File: src/rtl/pipe_scheduler_if.sv
// Signal bundle between the game input/timing logic (master) and pipe_scheduler (slave).
interface pipe_scheduler_if;
   logic       key_press;
   logic       game_tick;
   logic       start;
   logic       collision;
   logic [7:0] x;
   logic [6:0] y;
   logic       running;
   logic [4:0] fifo_count;
   logic [7:0] score;

   modport master (
      output key_press, game_tick, start, collision,
      input  x, y, running, fifo_count, score
   );

   modport slave (
      input  key_press, game_tick, start, collision,
      output x, y, running, fifo_count, score
   );
endinterface

File: src/rtl/pipe_scheduler.sv
// Scrolling-pipe sequencer: gap-Y FIFO fed by an LFSR on key presses, pipe X stepping/respawn,
// and the IDLE/RUN/RESPAWN/OVER game FSM. Define PIPE_SCHED_SCORE_EN to build the score counter.
module pipe_scheduler #(
   parameter int unsigned DEPTH     = 10,
   parameter logic [7:0]  X_START   = 8'd160,
   parameter logic [6:0]  Y_DEFAULT = 7'd50,
   parameter logic [6:0]  Y_MIN     = 7'd10,
   parameter logic [7:0]  BIRD_X    = 8'd40
) (
   input logic             CLOCK_50,
   input logic             reset,
   pipe_scheduler_if.slave bus
);
   localparam int unsigned PW = (DEPTH <= 2) ? 1 : $clog2(DEPTH);

   typedef enum logic [1:0] {IDLE, RUN, RESPAWN, OVER} state_t;

   state_t        state_q, state_d;
   logic [7:0]    x_q, x_d;
   logic [6:0]    y_q, y_d;
   logic          armed_q, armed_d;
   logic          running_q;
   logic [6:0]    lfsr_q;
   logic          keyPrev_q;
   logic [6:0]    mem_q [DEPTH];
   logic [PW-1:0] wrPtr_q, rdPtr_q;
   logic [4:0]    count_q;
   logic          pop;
   logic          push;
   logic          keyEdge;
   logic [6:0]    pushValue;

   assign keyEdge   = bus.key_press & ~keyPrev_q;
   assign pushValue = {1'b0, lfsr_q[5:0]} + Y_MIN;
   // A full FIFO still takes a push when the same cycle pops, since a slot frees up.
   assign push      = keyEdge && ((count_q != 5'(DEPTH)) || pop);

   always_comb begin
      state_d = state_q;
      x_d     = x_q;
      y_d     = y_q;
      armed_d = armed_q;
      pop     = 1'b0;
      case (state_q)
         IDLE: begin
            if (bus.start) state_d = RUN;
         end
         RUN: begin
            if (bus.collision) begin
               state_d = OVER;
               armed_d = 1'b0;
            end else if (bus.game_tick) begin
               if (x_q == 8'd0) state_d = RESPAWN;
               else             x_d = x_q - 8'd1;
            end
         end
         RESPAWN: begin
            state_d = RUN;
            x_d     = X_START;
            if (count_q != 5'd0) begin
               y_d = mem_q[rdPtr_q];
               pop = 1'b1;
            end else begin
               y_d = Y_DEFAULT;
            end
         end
         OVER: begin
            // Leaving OVER needs start to be seen low first, so a held start cannot restart.
            if (!bus.start) begin
               armed_d = 1'b1;
            end else if (armed_q) begin
               state_d = IDLE;
               x_d     = X_START;
               y_d     = Y_DEFAULT;
            end
         end
         default: state_d = IDLE;
      endcase
   end

   always_ff @(posedge CLOCK_50) begin
      if (reset) begin
         state_q   <= IDLE;
         x_q       <= X_START;
         y_q       <= Y_DEFAULT;
         armed_q   <= 1'b0;
         running_q <= 1'b0;
         lfsr_q    <= 7'h5A;
         keyPrev_q <= 1'b0;
      end else begin
         state_q   <= state_d;
         x_q       <= x_d;
         y_q       <= y_d;
         armed_q   <= armed_d;
         running_q <= (state_d == RUN) || (state_d == RESPAWN);
         lfsr_q    <= {lfsr_q[5:0], lfsr_q[6] ^ lfsr_q[5]};
         keyPrev_q <= bus.key_press;
      end
   end

   always_ff @(posedge CLOCK_50) begin
      if (reset) begin
         wrPtr_q <= '0;
         rdPtr_q <= '0;
         count_q <= 5'd0;
      end else begin
         if (push) wrPtr_q <= (wrPtr_q == PW'(DEPTH - 1)) ? '0 : wrPtr_q + PW'(1);
         if (pop)  rdPtr_q <= (rdPtr_q == PW'(DEPTH - 1)) ? '0 : rdPtr_q + PW'(1);
         case ({push, pop})
            2'b10:   count_q <= count_q + 5'd1;
            2'b01:   count_q <= count_q - 5'd1;
            default: count_q <= count_q;
         endcase
      end
   end

   always_ff @(posedge CLOCK_50) begin
      if (push) mem_q[wrPtr_q] <= pushValue;
   end

`ifdef PIPE_SCHED_SCORE_EN
   logic [7:0] score_q;
   logic       scoreInc;
   logic       scoreClr;

   assign scoreClr = (state_q == IDLE) && bus.start;
   assign scoreInc = (state_q == RUN) && !bus.collision && bus.game_tick && (x_q == BIRD_X);

   always_ff @(posedge CLOCK_50) begin
      if (reset)                              score_q <= 8'd0;
      else if (scoreClr)                      score_q <= 8'd0;
      else if (scoreInc && score_q != 8'hFF)  score_q <= score_q + 8'd1;
   end

   assign bus.score = score_q;
`else
   assign bus.score = 8'd0;
`endif

   assign bus.x          = x_q;
   assign bus.y          = y_q;
   assign bus.running    = running_q;
   assign bus.fifo_count = count_q;
endmodule
File: src/flat_wrapper.sv
// flat-port wrapper written by rule: the top's interface ports become plain ports
module pipe_scheduler_flat 
#(
   parameter int unsigned DEPTH     = 10,
   parameter logic [7:0]  X_START   = 8'd160,
   parameter logic [6:0]  Y_DEFAULT = 7'd50,
   parameter logic [6:0]  Y_MIN     = 7'd10,
   parameter logic [7:0]  BIRD_X    = 8'd40
)
  (CLOCK_50, reset, bus_key_press, bus_game_tick, bus_start, bus_collision, bus_x, bus_y, bus_running, bus_fifo_count, bus_score);
  pipe_scheduler_if bus_i ();
  input logic CLOCK_50;
  input logic reset;
  input wire logic [$bits(bus_i.key_press)-1:0] bus_key_press;
  input wire logic [$bits(bus_i.game_tick)-1:0] bus_game_tick;
  input wire logic [$bits(bus_i.start)-1:0] bus_start;
  input wire logic [$bits(bus_i.collision)-1:0] bus_collision;
  output wire logic [$bits(bus_i.x)-1:0] bus_x;
  output wire logic [$bits(bus_i.y)-1:0] bus_y;
  output wire logic [$bits(bus_i.running)-1:0] bus_running;
  output wire logic [$bits(bus_i.fifo_count)-1:0] bus_fifo_count;
  output wire logic [$bits(bus_i.score)-1:0] bus_score;
  assign bus_i.key_press = bus_key_press;
  assign bus_i.game_tick = bus_game_tick;
  assign bus_i.start = bus_start;
  assign bus_i.collision = bus_collision;
  assign bus_x = bus_i.x;
  assign bus_y = bus_i.y;
  assign bus_running = bus_i.running;
  assign bus_fifo_count = bus_i.fifo_count;
  assign bus_score = bus_i.score;
  pipe_scheduler #(.DEPTH(DEPTH), .X_START(X_START), .Y_DEFAULT(Y_DEFAULT), .Y_MIN(Y_MIN), .BIRD_X(BIRD_X)) u_core (.CLOCK_50(CLOCK_50), .reset(reset), .bus(bus_i));
endmodule
File: config.mk
export PLATFORM = sky130hd
export DESIGN_NAME = pipe_scheduler_flat
export DESIGN_NICKNAME = d
export VERILOG_FILES = /design/src/rtl/pipe_scheduler_if.sv /design/src/rtl/pipe_scheduler.sv /design/src/flat_wrapper.sv
export SDC_FILE = /design/constraint.sdc
export NUM_CORES = 1
export LEC_CHECK = 0
export BUFFER_PORTS_ARGS = -buffer_cell sky130_fd_sc_hd__clkbuf_2
export CAP_MARGIN = 10
export CELL_PAD_IN_SITES_DETAIL_PLACEMENT = 2
export CELL_PAD_IN_SITES_GLOBAL_PLACEMENT = 2
export CORE_MARGIN = 1
export CORE_UTILIZATION = 45
export CTS_CLUSTER_DIAMETER = 30
export DETAILED_ROUTE_END_ITERATION = 8
export GPL_TIMING_DRIVEN = 0
export PLACE_DENSITY = 0.8
export SYNTH_ARGS = -nofsm -noshare
export SYNTH_HDL_FRONTEND = slang
export SYNTH_SLANG_ARGS = --single-unit
export TNS_END_PERCENT = 100
File: constraint.sdc
create_clock -name CLOCK_50 -period 4.6 [get_ports CLOCK_50]
set_clock_uncertainty 0.05 [all_clocks]
set_input_delay 0.46 -clock CLOCK_50 [delete_from_list [all_inputs] [get_ports CLOCK_50]]
set_output_delay 0.46 -clock CLOCK_50 [all_outputs]
set_load 0.01 [all_outputs]
Yosys cells after proc, flatten, opt, wreduce, memory -nomap -nowiden
Memory sizes are Yosys's and may differ from the RTL's. A register that Yosys moved wholly into a read port is not among the register bits.
Cells that the tools add are included.
{"block": "classes", "muxes": 29, "n_addsub": 6, "bitwise": 3, "n_reduce_logical": 13, "eq_ne": 17}
{"cell": "two-way mux 8 bit", "count": 5}
{"cell": "case mux 8 bit (3 select lines)", "count": 1}
{"cell": "two-way mux 7 bit", "count": 3}
{"cell": "two-way mux 4 bit", "count": 4}
{"cell": "case mux 7 bit (2 select lines)", "count": 1}
{"cell": "two-way mux 2 bit", "count": 6}
{"cell": "inequality test 2 bit (second input constant)", "count": 6}
{"cell": "case mux 5 bit (2 select lines)", "count": 1}
{"cell": "adder 4 x 1 -> 4 bit (second input constant)", "count": 2}
{"cell": "== test 2 bit (second input constant)", "count": 4}
{"cell": "== test 4 bit (second input constant)", "count": 2}
{"cell": "zero test 8 bit", "count": 1}
{"cell": "case mux 2 bit (4 select lines)", "count": 1}
{"cell": "subtractor 8 x 1 -> 8 bit (second input constant)", "count": 1}
{"cell": "adder 6 x 4 -> 7 bit (second input constant)", "count": 1}
{"cell": "== test 2 x 1 -> 1 bit (second input constant)", "count": 3}
{"cell": "two-way mux 1 bit", "count": 6}
{"cell": "AND reduction 3 bit", "count": 2}
{"cell": "AND reduction 6 bit", "count": 1}
{"cell": "nonzero test 2 bit", "count": 3}
{"cell": "adder 5 x 1 -> 5 bit (second input constant)", "count": 1}
{"cell": "inequality test 5 x 4 -> 1 bit (second input constant)", "count": 1}
{"cell": "nonzero test 5 bit", "count": 1}
{"cell": "subtractor 5 x 1 -> 5 bit (second input constant)", "count": 1}
{"cell": "9 further kinds", "count": 10}
{"block": "word_totals", "elab_cells": 79, "out_inout_bits": 29, "mem_count": 1, "input_bits": 6, "ram_bits": 70, "ff_bits": 40}
{"name": "u_core.mem_q", "words": 10, "word_bits": 7, "read_ports": 1, "rd_clocked_by_memory_dff": 1, "write_ports": 1, "line": "pipe_scheduler.sv:25", "rtl": "logic [6:0] mem_q [DEPTH];"}

Logic depth before layout (Yosys ltp)
Gate-level depths: netlist (run 1).
{"block": "logic_depth", "depth_word": 7, "ltp_mapped": 11, "depth_no_buf": 10}

Worst setup path before layout (run 1)
Ideal clock, no wire load.
{"block": "synth_path", "path_type": "register -> register", "startpoint": "register u_core.count_q[4], in the netlist u_core.bus.fifo_count[4]", "endpoint": "register u_core.count_q[4], in the netlist u_core.bus.fifo_count[4]", "setup_slack_ns": 1.861, "arrival_ns": 2.594, "period_less_slack_ns": 2.739, "path_stages_with_launch": 11, "cell_sequence": "dfxtp_1 or4_4 o21ai_2 nand2b_1 inv_2 ha_1 nor2b_1 o21ai_0 nand2_1 or4_1 o311ai_1"}
{"block": "synth_via", "elab_chain_cells": 7}
{"element": "from (decl)", "line": "pipe_scheduler.sv:27", "rtl": "logic [4:0] count_q;"}
{"element": "from (signal assigned)", "line": "pipe_scheduler.sv:110", "rtl": "2'b10: count_q <= count_q + 5'd1;"}
{"element": "from (signal assigned)", "line": "pipe_scheduler.sv:111", "rtl": "2'b01: count_q <= count_q - 5'd1;"}
{"element": "from (signal assigned)", "line": "pipe_scheduler.sv:112", "rtl": "default: count_q <= count_q;"}
{"element": "nonzero test 5 bit", "line": "pipe_scheduler.sv:60", "rtl": "if (count_q != 5'd0) begin"}
{"element": "two-way mux 1 bit", "line": "pipe_scheduler.sv:60"}
{"element": "two-way mux 1 bit", "line": "pipe_scheduler.sv:44", "rtl": "case (state_q)"}
{"element": "logical OR 1 bit", "line": "pipe_scheduler.sv:36", "rtl": "assign push = keyEdge && ((count_q != 5'(DEPTH)) || pop);"}
{"element": "logical AND 1 bit", "line": "pipe_scheduler.sv:36"}
{"element": "== test 2 x 1 -> 1 bit / == test 2 bit (equally long branches)", "line": "pipe_scheduler.sv:109", "rtl": "case ({push, pop})"}
{"element": "case mux 5 bit (2 select lines) / nonzero test 2 bit (equally long branches)"}
Parallel ways exist; a longest one is shown, timed or not.
A chain may end at the register's enable or synchronous reset.

Worst setup path in the final report (run 1)
Ends and elaborated chain as after synthesis.

==> impl_metrics.json, run 1 <==
{
  "fin_area_mm2": 0.005633,
  "postRouteAntennaNets": 0,
  "hold_path_startpoint": "bus_game_tick",
  "vias": 3118,
  "worstHoldPathType": "primary input to register",
  "crit_type": "register to register",
  "cts_max_level": 4,
  "vias_per_cell": 5.638,
  "path_cells": "or4_4 > o21ai_2 > nand2b_1 > inv_2 > ha_1 > nor2b_1 > o21ai_0 > nand2_1 > or4_1 > o311ai_1",
  "rsz0062_at_grt": "no",
  "dieWidth_um": 104.6,
  "post_cts_buffers": 0,
  "slowest_stage": "or4_4",
  "grt_pass1_wl_um": 20340,
  "grt_max_degree": 17,
  "use_met2": 0.4442,
  "drt-initial-drc-count": 141,
  "routabilityCongestion": 0.6975,
  "cts.sinks": 114,
  "synth-edff-count": 70,
  "place_area_mm2": 0.005075,
  "cts_buffers": 17,
  "synthArstFlopShare": 0,
  "synth.distinct_cells": 53,
  "ys_seq_area_frac": 0.6300,
  "dieHeight_um": 104.6,
  "reg2reg_to": "u_core.bus.fifo_count[4]",
  "cp.buffers_inverters": 1,
  "crit_path_max_incr_delay_ns": 0.57,
  "grt_use_total": 0.2570,
  "power_density_mw_per_mm2": 447.3,
  "hold_path_depth": 2,
  "ys_seq_elements": 114,
  "grt_busiest_layer": "met2",
  "fin_crit_sh": 0.7066,
  "num-nets-final": 416,
  "cp-start-kind": "register",
  "maxSlewViolCount": 0,
  "pin_count": 35,
  "grt_util_met1": 0.3069,
  "cts_resized": 0,
  "crit_family": "simple AND/OR/NAND/NOR gates",
  "crit_required_ns": 4.96,
  "io_buffers": 26,
  "diodes": 0,
  "rows": 37,
  "finalHoldViolations": 0,
  "drive_above_1_share": 0.2542,
  "final_cell_mix": "70 x edfxtp_1, 44 x dfxtp_1, 33 x nor2_1, 27 x clkbuf_2",
  "initial_utilization": 0.4607,
  "post-dp-hpwl_um": 8399,
  "antenna_found_initial": 0,
  "dr.pass1.iters": 4,
  "grt_pass1_vias": 3462,
  "tightestPinTransition_ns": 0.9204,
  "maxCapViolCount": 0,
  "clkLatencyLatePin_ns": 0.52,
  "die_area_mm2": 0.01093,
  "r2r_start": "u_core.bus.fifo_count[4]",
  "cp.arrival_ns": 3.61,
  "endpoint_kind": "register",
  "p_leak_nw": 2.014,
  "core_mm2": 0.01028,
  "area_delta_synth_final_pct": 18.97,
  "routedWlPerCell_um": 23.58,
  "status": "finished clean",
  "min_to": "u_core.state_q[0]",
  "final_common_cell": "edfxtp_1",
  "cts_tree": "yes",
  "vdd_drop_max_v": 0.0002594,
  "clock_path_buffers": 2,
  "grt_remaining_overflow": 0,
  "setup_violations": 0,
  "syn-cell-area_mm2": 0.004735,
  "synth_ff_type": "edfxtp_1",
  "final.setup.tns_ns": 0,
  "drc": 0,
  "crit_fanout": 7,
  "netlist_instances": 349,
  "fmax_ghz": 0.3077,
  "ys_warn_count": 0,
  "drt-total-wl_um": 13040,
  "avgSynthCellArea_um2": 13.57,
  "r2r_slack_ns": 1.35,
  "r2r_cells": 10,
  "clk_pin_slew_ns": 0.06,
  "min_period_ns": 3.250,
  "met3_usage": 0.05365,
  "hold_buffers": 0,
  "cts-root-buf": "clkbuf_8",
  "slew_headroom": 0.3820
}
stage by stage:
| step | utilization | std cells | hold slack (ns) | power, mW | worst slack, ns |
|---|---|---|---|---|---|
| floorplan | - | 356 | 0.3955 | 1.284 | 1.861 |
| global placement | 0.4925 | 518 | 0.4008 | 1.330 | 1.543 |
| detailed placement | 0.4938 | 519 | 0.4079 | 1.350 | 1.426 |
| CTS | 0.5452 | 551 | 0.1389 | 2.534 | 1.324 |
| global route | 0.5481 | 553 | 0.1453 | 2.589 | 1.193 |
| finish | 0.5481 | 553 | 0.1546 | 2.520 | 1.350 |
cell families (layout without fill, tap and decap cells):
kind of cell / Yosys count / in the layout / synth area share
multiplexers: 31 / 31 / 0.1025
AND/OR/NAND/NOR: 109 / 109 / 0.1200
XOR/XNOR: 15 / 15 / 0.02775
buffers and inverters: 29 / 90 / 0.03250
flip-flops: 114 / 114 / 0.6300
adder cells (fa/ha/maj): 6 / 6 / 0.01744
AO/OA/AOI/OAI: 44 / 44 / 0.06898
other: 1 / 8 / 0.0007921
power by group:
part           switching, mW  internal [mW]  leakage, nW
Clock                  0.460          0.724        0.266
Combinational          0.114         0.0661        0.751
Sequential            0.0267           1.13        0.997
Total                  0.601           1.92         2.01
state kept, by name, indices dropped and copies added (netlist names), named ones only:
register and flops:
u_core.bus.x 8, u_core.wrPtr_q 4, u_core.bus.running 1, u_core.rdPtr_q 4, u_core.lfsr_q 7, u_core.mem_q 70
u_core.keyPrev_q 1, u_core.bus.fifo_count 5, u_core.state_q 2, u_core.armed_q 1, u_core.bus.y 7
how the worst max path moves through the flow:
stage	startpoint	endpoint	cells after the start
after detailed placement	u_core.bus.fifo_count[4]	u_core.bus.fifo_count[4]	10
after global routing	u_core.bus.fifo_count[4]	u_core.bus.fifo_count[4]	10
after global placement	u_core.bus.fifo_count[4]	u_core.bus.fifo_count[4]	10
after floorplan	u_core.bus.fifo_count[4]	u_core.bus.fifo_count[4]	10
after CTS	u_core.bus.fifo_count[4]	u_core.bus.fifo_count[4]	10
final	u_core.bus.fifo_count[4]	u_core.bus.fifo_count[4]	10
layer usage:
metal	vias up	share of wire
met1	1620	0.41
met2	77	0.52
li1	1395	-
met4	0	0.026
met3	26	0.037
met5	-	0
final cells by class:
class	count	area [um^2]
buffer	21	123.9
inverter	8	30.03
tap	136	170.2
multi-input combinational	213	1645
fill	984	4644
sequential	114	2983
timing repair buffer	29	152.6
clock inverter	11	88.84
clock buffer	21	439.2
Yosys cell counts, drive strengths merged, types with 6 or more instances:
cell | number | area, um^2
nor2 | 33 | 123.9
a21oi | 12 | 71.32
inv | 8 | 30.03
xnor2 | 9 | 78.83
mux2i | 17 | 170.2
edfxtp | 70 | 2102
mux4 | 14 | 315.3
nand2 | 17 | 63.81
dfxtp | 44 | 880.8
buf | 17 | 107.6
nor2b | 11 | 68.82
xor2 | 6 | 52.55
nand2b | 6 | 37.54
o21ai | 14 | 85.08
nor3 | 15 | 75.07
No activity file was read; power rests on OpenSTA's default activity.
==> run 2: changes to the inputs <==
--- a/config.mk
+++ b/config.mk
@@ -10,11 +10,11 @@
 export CELL_PAD_IN_SITES_DETAIL_PLACEMENT = 2
 export CELL_PAD_IN_SITES_GLOBAL_PLACEMENT = 2
 export CORE_MARGIN = 1
-export CORE_UTILIZATION = 45
+export CORE_UTILIZATION = 38
 export CTS_CLUSTER_DIAMETER = 30
 export DETAILED_ROUTE_END_ITERATION = 8
 export GPL_TIMING_DRIVEN = 0
-export PLACE_DENSITY = 0.8
+export PLACE_DENSITY = 0.72
 export SYNTH_ARGS = -nofsm -noshare
 export SYNTH_HDL_FRONTEND = slang
 export SYNTH_SLANG_ARGS = --single-unit
==> constraint.sdc (replaced) <==
create_clock -name CLOCK_50 -period 2.7 [get_ports CLOCK_50]
set_clock_uncertainty 0.05 [all_clocks]
set_input_delay 0.27 -clock CLOCK_50 [delete_from_list [all_inputs] [get_ports CLOCK_50]]
set_output_delay 0.27 -clock CLOCK_50 [all_outputs]
set_load 0.01 [all_outputs]
==> run 2 against run 1 <==
Sequential share of layout area shrank 1.5 points. Wire length is 1.9% lower. Highest routed layer unchanged. Critical path depth is the same. Register-to-register slack lost 1.3 ns. Critical endpoint unchanged.
==> impl_metrics.json, run 2 (synthesis results as in run 1) <==
{
  "dieHeight_um": 113.6,
  "grt_max_degree": 17,
  "cp.arrival_ns": 2.90,
  "p_seq_frac": 0.430,
  "area_delta_synth_final_pct": 22.57,
  "largest_register_ffs": 70,
  "power_density_mw_per_mm2": 790.8,
  "crit_required_ns": 2.96,
  "clkPwrFrac": 0.504,
  "pin_count": 35,
  "hold_buffers": 0,
  "crit_fanout": 7,
  "intPower_mw": 3.564,
  "endpoint_kind": "register",
  "dieWidth_um": 113.6,
  "cts_tree": "yes",
  "clkLatencyLatePin_ns": 0.42,
  "drive_above_1_share": 0.2721,
  "routedWlPerCell_um": 21.79,
  "layoutNonFillerInstCount": 587,
  "fin_crit_sh": 0.9806,
  "maxCapViolCount": 0,
  "vias_per_cell": 5.230,
  "die_area_mm2": 0.01291,
  "rsz0062_at_grt": "yes",
  "maxSlewViolCount": 0,
  "place_area_mm2": 0.005120,
  "fin_area_mm2": 0.005803,
  "grt_remaining_overflow": 0,
  "tightestPinTransition_ns": 0.9867,
  "final_common_cell": "edfxtp_1",
  "p_leak_nw": 2.056,
  "worstHoldPathType": "primary input to register",
  "min_period_ns": 2.648,
  "final_cell_mix": "70 x edfxtp_1, 41 x dfxtp_1, 32 x nor2_1, 27 x clkbuf_2",
  "finalHoldViolations": 0,
  "cp-start-kind": "register",
  "dr.pass1.iters": 4,
  "routabilityCongestion": 0.6997,
  "drt-initial-drc-count": 92,
  "vias": 3070,
  "grt_pass1_wl_um": 19740,
  "cts-root-buf": "clkbuf_16",
  "drc": 0,
  "setup_violations": 0,
  "diodes": 0,
  "rows": 40,
  "antenna_found_initial": 0,
  "drt-total-wl_um": 12790,
  "core_mm2": 0.01206,
  "initial_utilization": 0.3925,
  "crit_type": "register to register",
  "num-nets-final": 418,
  "fmax_ghz": 0.3777,
  "postRouteAntennaNets": 0,
  "io_buffers": 26,
  "hold_ws_ns": 0.05775,
  "post-place-cells": 552,
  "clock_path_buffers": 2,
  "cts_max_level": 4,
  "grt_pass1_vias": 3384,
  "cts.sinks": 114,
  "combPwrFrac": 0.067,
  "post-dp-hpwl_um": 8345,
  "swShare": 0.2233,
  "top_register": "u_core.mem_q",
  "slew_headroom": 0.3375,
  "vdd_drop_max_v": 0.0003325,
  "switchingPower_mw": 1.025,
  "cts_buffers": 17,
  "clk_pin_slew_ns": 0.05,
  "grt_use_total": 0.2173,
  "status": "finished clean"
}
==> run 2: path summary, 6_finish.rpt <==
check / from / to / slack (ns) / cells after the start
max: u_core.bus.fifo_count[4] / u_core.bus.fifo_count[4] / 0.05 / 10
max reg2reg: u_core.bus.fifo_count[4] / u_core.bus.fifo_count[4] / 0.05 / 10
min: bus_game_tick / u_core.state_q[0] / 0.06 / 2
min reg2reg: u_core.bus.y[0] / u_core.bus.y[0] / 0.42 / 2
==> run 2: repair_timing <==
action / 4_1_cts / 5_1_grt
pin swaps: 0 / 2
setup endpoints to repair: 30 / 21
gates resized for setup: 3 / 9
setup buffers: 0 / 2
==> run 2: final cells by class <==
| cell class | instances | area [um^2] |
|---|---|---|
| Fill cell | 1167 | 6259 |
| Tap cell | 168 | 210.2 |
| Inverter | 8 | 30.03 |
| Timing Repair Buffer | 31 | 162.7 |
| Multi-Input combinational cell | 213 | 1690 |
| Clock buffer | 19 | 432.9 |
| Sequential cell | 114 | 2987 |
| Buffer | 21 | 123.9 |
| Clock inverter | 13 | 166.4 |
==> run 2: power groups by stage <==
stage	Sequential [mW]	Combinational [mW]	Clock, mW
2_1_floorplan	1.99	0.195	0
5_1_grt	1.98	0.335	2.41
4_1_cts	1.97	0.303	2.35
3_5_place_dp	2.00	0.293	0
6_report	1.97	0.306	2.31
3_3_place_gp	2.00	0.275	0
==> run 2: layer usage <==
metal | track usage | vias up | wire, um | part of all wire
met5 | 0 | - | 0 | 0
met4 | 0.1114 | 0 | 290 | 0.023
met3 | 0.04304 | 16 | 279 | 0.022
met2 | 0.3768 | 47 | 6660 | 0.52
met1 | 0.2564 | 1601 | 5560 | 0.43
li1 | - | 1406 | - | -
==> run 2: metrics by stage <==
stage,util,worst slack (ns),total power [mW],setup TNS [ns]
2_1_floorplan,-,0.03425,2.188,0
3_3_place_gp,0.4229,-0.3716,2.272,-3.647
3_5_place_dp,0.4245,-0.2823,2.297,-3.597
4_1_cts,0.4755,-0.3097,4.625,-5.012
5_1_grt,0.4811,-0.1045,4.724,-0.1045
6_report,0.4811,0.05234,4.589,0
==> run 2: critical path, stage by stage (launching register included) <==
cell      delay, ns
dfxtp_2        0.35
or4_4          0.57
o21ai_4        0.17
nand2b_4       0.16
inv_2          0.08
ha_4           0.23
nor2b_1        0.14
o21ai_2        0.18
nand2_1        0.10
or4_1          0.41
o311ai_1       0.09
